File: src/rtl/fifo_wr_arb.sv
// Round-robin arbiter sharing one FIFO write port among NumReq producers.
// Define FIFO_ARB_BURST_EN to keep a grant for up to MaxBurst accepted words.
module fifo_wr_arb #(
  parameter int unsigned NumReq     = 4,
  parameter int unsigned WordLength = 8,
  parameter int unsigned MaxBurst   = 4
) (
  input  logic                         clk_i,
  input  logic                         rst_i,
  input  logic [NumReq-1:0]            req_i,
  input  logic [NumReq*WordLength-1:0] data_i,
  input  logic                         full_i,
  output logic [NumReq-1:0]            gnt_o,
  output logic                         wr_o,
  output logic [WordLength-1:0]        w_data_o
);

  localparam int unsigned IdxW  = $clog2(NumReq);
  localparam int unsigned BeatW = $clog2(MaxBurst + 1);
`ifdef FIFO_ARB_BURST_EN
  localparam int unsigned BurstLen = MaxBurst;
`else
  localparam int unsigned BurstLen = 1;
`endif
  localparam logic [IdxW-1:0]  LastIdx  = IdxW'(NumReq - 1);
  localparam logic [BeatW-1:0] BurstEnd = BeatW'(BurstLen);

  typedef enum logic [0:0] {StIdle, StGrant} state_e;

  state_e            state_q, state_d;
  logic [IdxW-1:0]   owner_q, owner_d;
  logic [IdxW-1:0]   last_q, last_d;
  logic [BeatW-1:0]  beats_q, beats_d;

  logic              acc;
  logic [BeatW-1:0]  beats_inc;
  logic              release_gnt;
  logic [IdxW-1:0]   search_start;
  logic [IdxW-1:0]   pick_idx;
  logic [WordLength-1:0] data_arr [NumReq];

  function automatic logic [IdxW-1:0] next_idx(input logic [IdxW-1:0] idx);
    return (idx == LastIdx) ? '0 : idx + IdxW'(1);
  endfunction

  // First set request at or after start, wrapping; start itself is the previous owner + 1.
  function automatic logic [IdxW-1:0] rr_pick(input logic [NumReq-1:0] req,
                                              input logic [IdxW-1:0]   start);
    logic [IdxW-1:0] cand;
    logic [IdxW-1:0] win;
    logic            found;
    cand  = start;
    win   = start;
    found = 1'b0;
    for (int unsigned k = 0; k < NumReq; k++) begin
      if (!found && req[cand]) begin
        found = 1'b1;
        win   = cand;
      end
      cand = next_idx(cand);
    end
    return win;
  endfunction

  always_comb begin
    for (int unsigned k = 0; k < NumReq; k++) begin
      data_arr[k] = data_i[k*WordLength +: WordLength];
    end
  end

  // Writes are suppressed while reset is being sampled.
  always_comb begin
    acc      = (state_q == StGrant) && req_i[owner_q] && !full_i && !rst_i;
    wr_o     = acc;
    gnt_o    = '0;
    w_data_o = '0;
    if (state_q == StGrant) begin
      gnt_o[owner_q] = 1'b1;
      w_data_o       = data_arr[owner_q];
    end
  end

  always_comb begin
    state_d      = state_q;
    owner_d      = owner_q;
    last_d       = last_q;
    beats_d      = beats_q;
    beats_inc    = beats_q + BeatW'(1);
    release_gnt  = !req_i[owner_q] || (acc && (beats_inc == BurstEnd));
    search_start = next_idx((state_q == StGrant) ? owner_q : last_q);
    pick_idx     = rr_pick(req_i, search_start);

    unique case (state_q)
      StIdle: begin
        if (|req_i) begin
          state_d = StGrant;
          owner_d = pick_idx;
          beats_d = '0;
        end
      end
      StGrant: begin
        if (acc) begin
          beats_d = beats_inc;
        end
        // Hand over in the same cycle so the next owner writes without a bubble.
        if (release_gnt) begin
          last_d  = owner_q;
          beats_d = '0;
          if (|req_i) begin
            owner_d = pick_idx;
          end else begin
            state_d = StIdle;
          end
        end
      end
      default: state_d = StIdle;
    endcase
  end

  always_ff @(posedge clk_i) begin
    if (rst_i) begin
      state_q <= StIdle;
      owner_q <= '0;
      last_q  <= LastIdx;
      beats_q <= '0;
    end else begin
      state_q <= state_d;
      owner_q <= owner_d;
      last_q  <= last_d;
      beats_q <= beats_d;
    end
  end

endmodule

File: config.mk
export PLATFORM = sky130hd
export DESIGN_NAME = fifo_wr_arb
export DESIGN_NICKNAME = d
export VERILOG_FILES = /design/src/rtl/fifo_wr_arb.sv
export SDC_FILE = /design/constraint.sdc
export NUM_CORES = 1
export LEC_CHECK = 0
export CAP_MARGIN = 20
export CORE_AREA = 2 2 50 52
export DETAILED_ROUTE_END_ITERATION = 8
export DIE_AREA = 0 0 52 54
export PLACE_DENSITY = 0.86
export SETUP_SLACK_MARGIN = 0.02
export SKIP_CTS_REPAIR_TIMING = 1
export SLEW_MARGIN = 25
export SYNTH_ARGS = -nofsm -noshare
export SYNTH_HDL_FRONTEND = slang
export SYNTH_SLANG_ARGS = --single-unit
export TNS_END_PERCENT = 1
File: constraint.sdc
create_clock -name clk_i -period 2.6 [get_ports clk_i]
set_clock_uncertainty 0.05 [all_clocks]
set_input_delay 0.39 -clock clk_i [delete_from_list [all_inputs] [get_ports clk_i]]
set_output_delay 0.39 -clock clk_i [all_outputs]
set_load 0.01 [all_outputs]
Word-level counts from Yosys, hierarchy flattened
Index checks and enable logic that the tools add are counted.
{"block": "op_classes", "n_addsub": 5, "n_mux": 38, "n_reduce_logical": 18, "order_cmp": 7, "n_eq_ne": 8, "bitwise_logic": 2}
{"cell": "8-bit 2-to-1 mux", "n": 3}
{"cell": "2-bit 2-to-1 mux", "n": 10}
{"cell": "8-bit binary-select mux with 2-bit select", "n": 1}
{"cell": "2-bit by 3-bit less-than comparator with 1-bit output, second input constant", "n": 5}
{"cell": "1-bit 2-to-1 mux", "n": 11}
{"cell": "1-bit binary-select mux with 2-bit select", "n": 5}
{"cell": "3-bit 2-to-1 mux", "n": 3}
{"cell": "2-bit by 1-bit adder with 2-bit output, second input constant", "n": 4}
{"cell": "2-bit equality test, second input constant", "n": 4}
{"cell": "1-bit logical AND", "n": 8}
{"cell": "1-bit zero test", "n": 6}
{"cell": "3-bit one-hot mux with 2 select lines", "n": 1}
{"cell": "4-bit 2-to-1 mux", "n": 1}
{"cell": "2-bit one-hot mux with 2 select lines", "n": 1}
{"cell": "2-bit AND reduction", "n": 2}
{"cell": "4-bit OR reduction", "n": 1}
{"cell": "3-bit by 1-bit adder with 3-bit output, second input constant", "n": 1}
{"cell": "3-bit by 1-bit equality test with 1-bit output, second input constant", "n": 1}
{"cell": "3-bit greater-or-equal comparator, second input constant", "n": 1}
{"cell": "3-bit by 1-bit inequality test with 1-bit output, second input constant", "n": 1}
{"cell": "2-bit NOT with 3-bit output", "n": 1}
{"cell": "1-bit demux with 2-bit select", "n": 1}
{"cell": "2-bit by 1-bit greater-or-equal comparator with 1-bit output, second input constant", "n": 1}
{"cell": "2-bit by 1-bit inequality test with 1-bit output, second input constant", "n": 1}
{"cell": "4 further kinds", "n": 4}
{"block": "word_totals", "inputBits": 39, "register_bits": 8, "out_inout_bits": 13, "word_cells": 82}

Depth between registers and ports, before layout
Gate-level depths: netlist of run 1.
{"block": "logic_depth", "ltp_word": 18, "ltp_mapped": 6, "depth_no_buf": 6}

Worst setup path after synthesis of run 1
Ideal clock, no wire load.
{"block": "synth_path", "path_type": "register to output", "startpoint": "register state_q", "endpoint": "output w_data_o[0]", "path_stages_with_launch": 6, "t_required_ns": 2.160, "arrival_time_ns": 1.358, "path_buffers": 2, "slack_ns": 0.802, "cell_sequence": "dfxtp_1 buf_2 and3_1 clkbuf_1 a22o_1 a221o_1"}
{"block": "synth_between", "elab_chain_len": 1}
{"element": "start: declaration", "line": "30", "text": "state_e state_q, state_d;"}
{"element": "start signal: assignment", "line": "122", "text": "state_q <= StIdle;"}
{"element": "start signal: assignment", "line": "127", "text": "state_q <= state_d;"}
{"element": "8-bit 2-to-1 mux", "line": "77", "text": "if (state_q == StGrant) begin"}
{"element": "end: declaration", "line": "15", "text": "output logic [WordLength-1:0] w_data_o"}
Every way passes these cells.

Worst setup path after layout of run 1
{"block": "layout_path", "startpoint": "register state_q", "endpoint": "output w_data_o[2]"}
Same word-level chain as after synthesis.

==> impl_metrics.tcl, run 1 <==
set metrics [dict create \
    grt_max_degree 12 \
    max_freq_mhz 390 \
    synthToLayoutAreaGrowth_pct 80.3 \
    cts_sinks 8 \
    rows 18 \
    viasPerCell 5.47 \
    worstMarginPinSlew_ns 0.563 \
    finalHoldViolCount 0 \
    slew_headroom_pct 61.5 \
    start_kind "flop" \
    gp_congestion 0.771 \
    insertion_delay_ns 0.25 \
    antenna_left 0 \
    post-dp-hpwl_mm 2.16 \
    end_kind "output port" \
    synth.top_cell.area_share_pct 21.4 \
    max_stage_delay_ns 0.57 \
    clk_pin_slew_worst_paths_ns 0.05 \
    worst_path_max_delay_cell "clkdlybuf4s50_1" \
    grt_pass1_wl_mm 3.65 \
    ir_drop_mv 0.395 \
    drv_cap 0 \
    crit_family "buffers and inverters" \
    yosysSeqAreaShare_pct 21.4 \
    root_buffer "clkbuf_4" \
    finalMaxSlewViolations 0 \
    syn_area_um2 749 \
    arrival_ns 2.13 \
    die_w_um 52 \
    post_dp_cell_area_um2 1330 \
    crit_required_ns 2.16 \
    wirelength_mm 2.62 \
    final_cell_mix "51 x clkdlybuf4s50_1, 9 x nor2_1, 8 x a22o_1, 8 x a221o_1, 7 x dfxtp_1" \
    status "completed" \
    postLayoutCellArea_um2 1350 \
    fin_crit_sh_pct 98.7 \
    fin_setup_tns_ns 0 \
    synthesis.nets 131 \
    path_class "reg -> out" \
    numCtsBuffers 3 \
    cp_cell_sequence "and3_1, a22o_1, a221o_1, clkdlybuf4s50_1" \
    p_per_area_nw_per_um2 390 \
    diodes 0 \
    wire_per_inst_um 14.9 \
    final_common_cell "clkdlybuf4s50_1" \
    setup_violations 0 \
    critical_path_buf_inv_count 1 \
    grt_usage_pct 17.5 \
    dieArea_um2 2810 \
    grt_pass1_vias 846 \
    antenna_found_initial 0 \
    utilization_pct 58.3 \
    cts.path.max_buffers 2 \
    multiInputGateArea_um2 556 \
    hold_class "reg -> reg" \
    fillers 204 \
    drc 0 \
    ios 52 \
    synth_cell_types 33 \
    grt_overflow 0 \
    drive_above_1_share_pct 9.59 \
    yosysWarnings 0 \
    cts_tree "built" \
    syn_inst 90 \
    drt_iter0_markers 22 \
    p_leak_uw 0.000502 \
    die_h_um 54 \
    coreArea_um2 2320 \
    ys_seq_elements 8 \
    fin_crit_ns 2.57 \
    synth_top_area_cell "dfxtp_1" \
    vias 962 \
    firstDrtPassIters 6 \
    start_util_pct 32.3 \
    min_from "last_q[0]$_SDFFE_PP1P_" \
    cts_max_level 1 \
    worstSetupStartpoint "state_q$_SDFF_PP0_" \
    synth_area_per_cell_um2 8.33 \
    io_buffers 51 \
    critPathMaxFanout 10 \
    rsz0062_at_grt "yes" \
    synth_area_leaders "dfxtp_1 21%, a221o_1 11%, a22o_1 9.3%" \
    seq_area_um2 161 \
    r2r_start "state_q$_SDFF_PP0_" \
    final_nets 189 \
]
## worst register-to-register path, delay by kind of cell (launching register included)
family / cells / cell delay, ns
AO/OA/AOI/OAI: 2 / 0.69
multiplexers: 1 / 0.54
flip-flops: 1 / 0.53
AND/OR/NAND/NOR: 1 / 0.12
## power by group
part,leakage (µW),total (µW),switching (µW),internal [µW]
Sequential,0.0000662,149,14.7,134
Clock,0.0000138,92.0,39.3,52.6
Combinational,0.000422,287,118,169
Total,0.000502,527,172,356
## synthesized netlist by cell type, drive strengths merged
cell type	instances
a2111oi	2
a211o	2
a21bo	1
a21oi	3
a221o	8
a22o	8
a22oi	2
a31oi	1
a32o	1
and3	2
buf	1
clkbuf	3
dfxtp	8
ha	2
inv	5
mux2	2
mux2i	1
mux4	1
nand2	5
nand2b	1
nand3	2
nand3b	5
nor2	9
nor2b	2
nor3	3
o21ai	6
o22a	1
o32ai	1
o41ai	1
xnor2	1
## kinds of logic (layout without fill, tap and decap cells)
family                   count (synthesis)  after routing  share of synthesized area (%)
buffers and inverters                    9             65                           4.67
AND/OR/NAND/NOR                         29             29                           19.9
multiplexers                             4              4                           7.35
adder cells (fa/ha/maj)                  2              2                           3.34
AO/OA/AOI/OAI                           37             37                           42.2
XOR/XNOR                                 1              1                           1.17
flip-flops                               8              8                           21.4
## registers in the layout, summed over array words and instances, names as in the netlist
name / count
beats_q: 3
last_q: 2
owner_q: 2
state_q: 1
## per-layer routing
layer	vias to the layer above	routed length (µm)	global-route usage (%)
met4	0	0	1.32
met3	0	292	7.78
met2	47	1270	34.4
met5	-	0	0
li1	473	-	-
met1	442	1060	17.4
## stage by stage
step | hold WS [ns] | power, µW | instances | setup WS, ns
floorplan | 0.378 | 281 | 90 | 0.802
global placement | 0.393 | 425 | 173 | 0.148
detailed placement | 0.418 | 435 | 173 | 0.136
CTS | 0.431 | 530 | 176 | 0.0446
global route | 0.461 | 556 | 176 | 0.00717
finish | 0.426 | 527 | 176 | 0.0339
## cell type report
type	count	area share, %
Clock buffer	3	1.67
Inverter	5	1.39
Multi-Input combinational cell	73	41.1
Sequential cell	8	11.9
Tap cell	30	2.78
Timing Repair Buffer	57	41.1
## worst paths after layout
check | end | slack, ns | cells after the start
min | last_q[0]$_SDFFE_PP1P_ | 0.43 | 1
max reg2reg | owner_q[1]$_SDFFE_PP0P_ | 0.53 | 4
min reg2reg | last_q[0]$_SDFFE_PP1P_ | 0.43 | 1
max | w_data_o[2] | 0.03 | 4
No activity file was read; power rests on OpenSTA's default activity.
==> run 2, diff against run 1 <==
- PLACE_DENSITY: 0.86 -> 0.88
- clock period: 2.6 -> 3.2 ns (I/O delays scaled with it)
==> run 2 against run 1 <==
Effect of this change:
- setup slack improved by 0.36 ns
- flip-flop and latch count unchanged
- critical path depth increased by 1
- die area unchanged
- highest routed layer is now met4
- combinational power decreased by 21%
==> impl_metrics.tcl, run 2 (same netlist as run 1, synthesis figures left out) <==
set metrics [dict create \
    synthToLayoutAreaGrowth_pct 75.0 \
    wirelength_mm 2.59 \
    p_leak_uw 0.000477 \
    regMostFlops "beats_q" \
    vias 995 \
    status "completed" \
    intPower_uw 283 \
    antenna_left 0 \
    grt_pass1_vias 929 \
    grt_usage_pct 18.2 \
    power_uw 422 \
    final_common_cell "clkdlybuf4s50_1" \
    reg.largest.list "beats_q x3, last_q x2, owner_q x2" \
    worstMarginPinSlew_ns 0.647 \
    io_buffers 51 \
    viasPerCell 5.82 \
    whs_ns 0.430 \
    dieArea_um2 2810 \
    wire_per_inst_um 15.2 \
    drc 0 \
    diodes 0 \
    cts_tree "built" \
    start_kind "flop" \
    hold_class "reg -> reg" \
    drt_iter0_markers 17 \
    rows 18 \
    firstDrtPassIters 4 \
    p_seq_share_pct 28.5 \
    fillers 206 \
    finalMaxSlewViolations 0 \
    largest_reg_flops 3 \
    crit_required_ns 2.67 \
    fin_crit_ns 2.81 \
    post-dp-hpwl_mm 2.05 \
    arrival_ns 2.28 \
    ios 52 \
    switching_share_pct 32.8 \
    rsz0062_at_grt "no" \
    drive_above_1_share_pct 4.96 \
    critPathMaxFanout 10 \
    insertion_delay_ns 0.25 \
    slew_headroom_pct 56.7 \
    die_w_um 52 \
    switchingPower_uw 138 \
    setup_violations 0 \
    post_dp_cell_area_um2 1290 \
    clk_pin_slew_worst_paths_ns 0.05 \
    rr_worst_depth 4 \
    root_buffer "clkbuf_4" \
    coreArea_um2 2320 \
    grt_overflow 0 \
    cts_max_level 1 \
    gp_congestion 0.786 \
    die_h_um 54 \
    path_class "reg -> out" \
    max_freq_mhz 356 \
    start_util_pct 32.3 \
    hold_depth 1 \
    final_nets 184 \
    finalHoldViolCount 0 \
    grt_max_degree 13 \
    postLayoutCellArea_um2 1310 \
    final_cell_mix "51 x clkdlybuf4s50_1, 9 x nor2_1, 8 x a22o_1, 8 x a221o_1, 8 x dfxtp_1" \
    p_per_area_nw_per_um2 322 \
    drv_cap 0 \
    antenna_found_initial 0 \
    grt_pass1_wl_mm 3.90 \
    ir_drop_mv 0.234 \
    fin_setup_tns_ns 0 \
    cts_sinks 8 \
    power.share.clock_pct 17.7 \
    fin_crit_sh_pct 87.7 \
    end_kind "output port" \
    numCtsBuffers 3 \
    p_comb_share_pct 53.8 \
    cts.path.max_buffers 2 \
]
-- run 2: changes by cell type in the layout (fill, tap and decap cells not counted) --
cell     change
dfxtp_1      +1
and3_1       +1
and3_2       -1
buf_4        -5
dfxtp_2      -1
-- run 2: worst max-delay path, cell delays in order, from the launching register on --
cell and delay, ns:
dfxtp_1 0.51, nand2_1 0.12, nor2_1 0.48, a22o_1 0.22
a221o_1 0.12, clkdlybuf4s50_1 0.57
-- run 2: power groups by stage --
stage,clock (µW),sequential (µW),combinational (µW)
5_1_grt,83.5,122,244
4_1_cts,78.6,120,226
3_5_place_dp,0,122,224
3_3_place_gp,0,121,218
2_1_floorplan,0,117,112
6_report,74.6,120,227
-- run 2: area by class of cell --
class | count | area (µm²) | area share (%)
sequential | 8 | 160 | 12.2
inverter | 5 | 18.8 | 1.43
timing repair buffer | 52 | 518 | 39.5
clock buffer | 3 | 22.5 | 1.72
multi-input combinational | 73 | 554 | 42.3
tap | 30 | 37.5 | 2.86
-- run 2: through the flow --
step / cells / utilization [%] / setup WS, ns
final: 171 / 56.5 / 0.394
after global routing: 171 / 56.5 / 0.290
after CTS: 171 / 56.5 / 0.409
after detailed placement: 168 / 55.6 / 0.438
after global placement: 168 / 55.6 / 0.477
after floorplan: 90 / - / 1.31
-- run 2: path summary, 6_finish.rpt --
| kind | start | end | slack [ns] |
|---|---|---|---|
| hold reg to reg | last_q[0]$_SDFFE_PP1P_ | last_q[0]$_SDFFE_PP1P_ | 0.43 |
| hold / removal | last_q[0]$_SDFFE_PP1P_ | last_q[0]$_SDFFE_PP1P_ | 0.43 |
| setup reg to reg | state_q$_SDFF_PP0_ | owner_q[1]$_SDFFE_PP0P_ | 1.06 |
| setup / recovery | state_q$_SDFF_PP0_ | w_data_o[2] | 0.39 |
-- run 2: layer usage --
layer,GRT usage [%],wire [µm],vias up
met5,0,0,-
met4,1.32,17,0
met3,8.33,338,2
met2,36.3,1240,60
met1,17.8,998,470
li1,-,-,463
==> run 3, diff against run 2 <==
- RECOVER_POWER: default -> 100
- SLEW_MARGIN: 25 -> 20
==> run 3 against run 2 <==
Effect of this change:
- sequential share of layout area up 0.20 points
- largest power group unchanged
- wire length down 0.62%
- clock-buffer cell count unchanged
- final cell count unchanged
- non-clock buffer count unchanged
- register-to-register slack worse by 0.02 ns
==> impl_metrics.tcl, run 3 (same netlist as run 1, synthesis figures left out) <==
set metrics [dict create \
    status "completed" \
    start_kind "input pin" \
    setup_violations 0 \
    rsz0062_at_grt "no" \
    post-dp-hpwl_mm 2.05 \
    viasPerCell 5.78 \
    max_stage_delay_ns 0.64 \
    final_cell_mix "37 x clkdlybuf4s50_1, 14 x dlygate4sd3_1, 9 x nor2_1" \
    die_w_um 52 \
    final_common_cell "clkdlybuf4s50_1" \
    drc 0 \
    grt_pass1_wl_mm 3.90 \
    insertion_delay_ns 0.25 \
    crit_required_ns 2.67 \
    wirelength_mm 2.58 \
    drive_above_1_share_pct 3.55 \
    antenna_left 0 \
    vias 989 \
    fin_crit_ns 2.95 \
    cts_max_level 1 \
    utilization_pct 55.6 \
    reg.largest.list "beats_q x3, last_q x2, owner_q x2" \
    cts_sinks 8 \
    ir_drop_mv 0.228 \
    arrival_ns 2.42 \
    rows 18 \
    numCtsBuffers 3 \
    grt_overflow 0 \
    cpMostUsedCell "dlygate4sd3_1" \
    end_kind "output port" \
    wire_per_inst_um 15.1 \
    die_h_um 54 \
    drt_iter0_markers 15 \
    clk_pin_slew_worst_paths_ns 0.05 \
    cp_cell_sequence "dlygate4sd3_1, mux4_2, nand2_1, nor3_1, dlygate4sd3_1" \
    io_buffers 51 \
    dieArea_um2 2810 \
    critical_path_buf_inv_count 2 \
    largest_reg_flops 3 \
    start_util_pct 32.3 \
    ios 52 \
    final_nets 184 \
    grt_max_degree 13 \
    drv_cap 0 \
    hold_class "reg -> reg" \
    max_freq_mhz 339 \
    synthToLayoutAreaGrowth_pct 72.1 \
    cts.path.max_buffers 2 \
    root_buffer "clkbuf_4" \
    path_class "in -> out" \
    firstDrtPassIters 4 \
    slew_headroom_pct 34.2 \
    p_per_area_nw_per_um2 317 \
    critPathMaxFanout 7 \
    cts_tree "built" \
    worst_path_max_delay_cell "dlygate4sd3_1" \
    diodes 0 \
    fin_crit_sh_pct 92.3 \
    p_leak_uw 0.000508 \
    regMostFlops "beats_q" \
    fin_setup_tns_ns 0 \
    coreArea_um2 2320 \
    finalHoldViolCount 0 \
    antenna_found_initial 0 \
    finalMaxSlewViolations 0 \
    grt_usage_pct 18.2 \
    grt_pass1_vias 929 \
    worstMarginPinSlew_ns 0.962 \
    crit_family "buffers and inverters" \
    gp_congestion 0.786 \
]
run 3: path summary, 6_finish.rpt:
kind	start	end	slack [ns]	depth (start not counted)
min reg2reg	last_q[0]$_SDFFE_PP1P_	last_q[0]$_SDFFE_PP1P_	0.43	1
min	last_q[0]$_SDFFE_PP1P_	last_q[0]$_SDFFE_PP1P_	0.43	1
max	req_i[3]	wr_o	0.25	5
max reg2reg	owner_q[1]$_SDFFE_PP0P_	beats_q[0]$_SDFFE_PP0P_	1.04	5
run 3: stage by stage:
stage	hold slack (ns)	cell area, µm²	cells	total power, µW	setup WS [ns]
finish	0.431	1290	171	409	0.246
global route	0.443	1290	171	436	0.186
CTS	0.431	1310	171	424	0.409
detailed placement	0.418	1290	168	346	0.438
global placement	0.394	1290	168	339	0.477
floorplan	0.378	749	90	228	1.31
run 3: per-layer routing:
metal	wire length (µm)	up-vias	GRT usage, %
li1	-	462	-
met1	980	471	17.8
met2	1230	54	36.3
met3	349	2	8.33
met4	17	0	1.32
met5	0	-	0
run 3: where the power goes:
group,total [µW],switching [µW],internal [µW]
Combinational,213,91.6,122
Clock,74.9,32.2,42.8
Sequential,120,11.7,109
run 3: cell type report:
type	instances	area [µm²]
inverter	5	18.8
fill	208	1030
sequential	8	160
timing repair buffer	52	518
tap	30	37.5
clock buffer	3	22.5
multi-input combinational	73	533
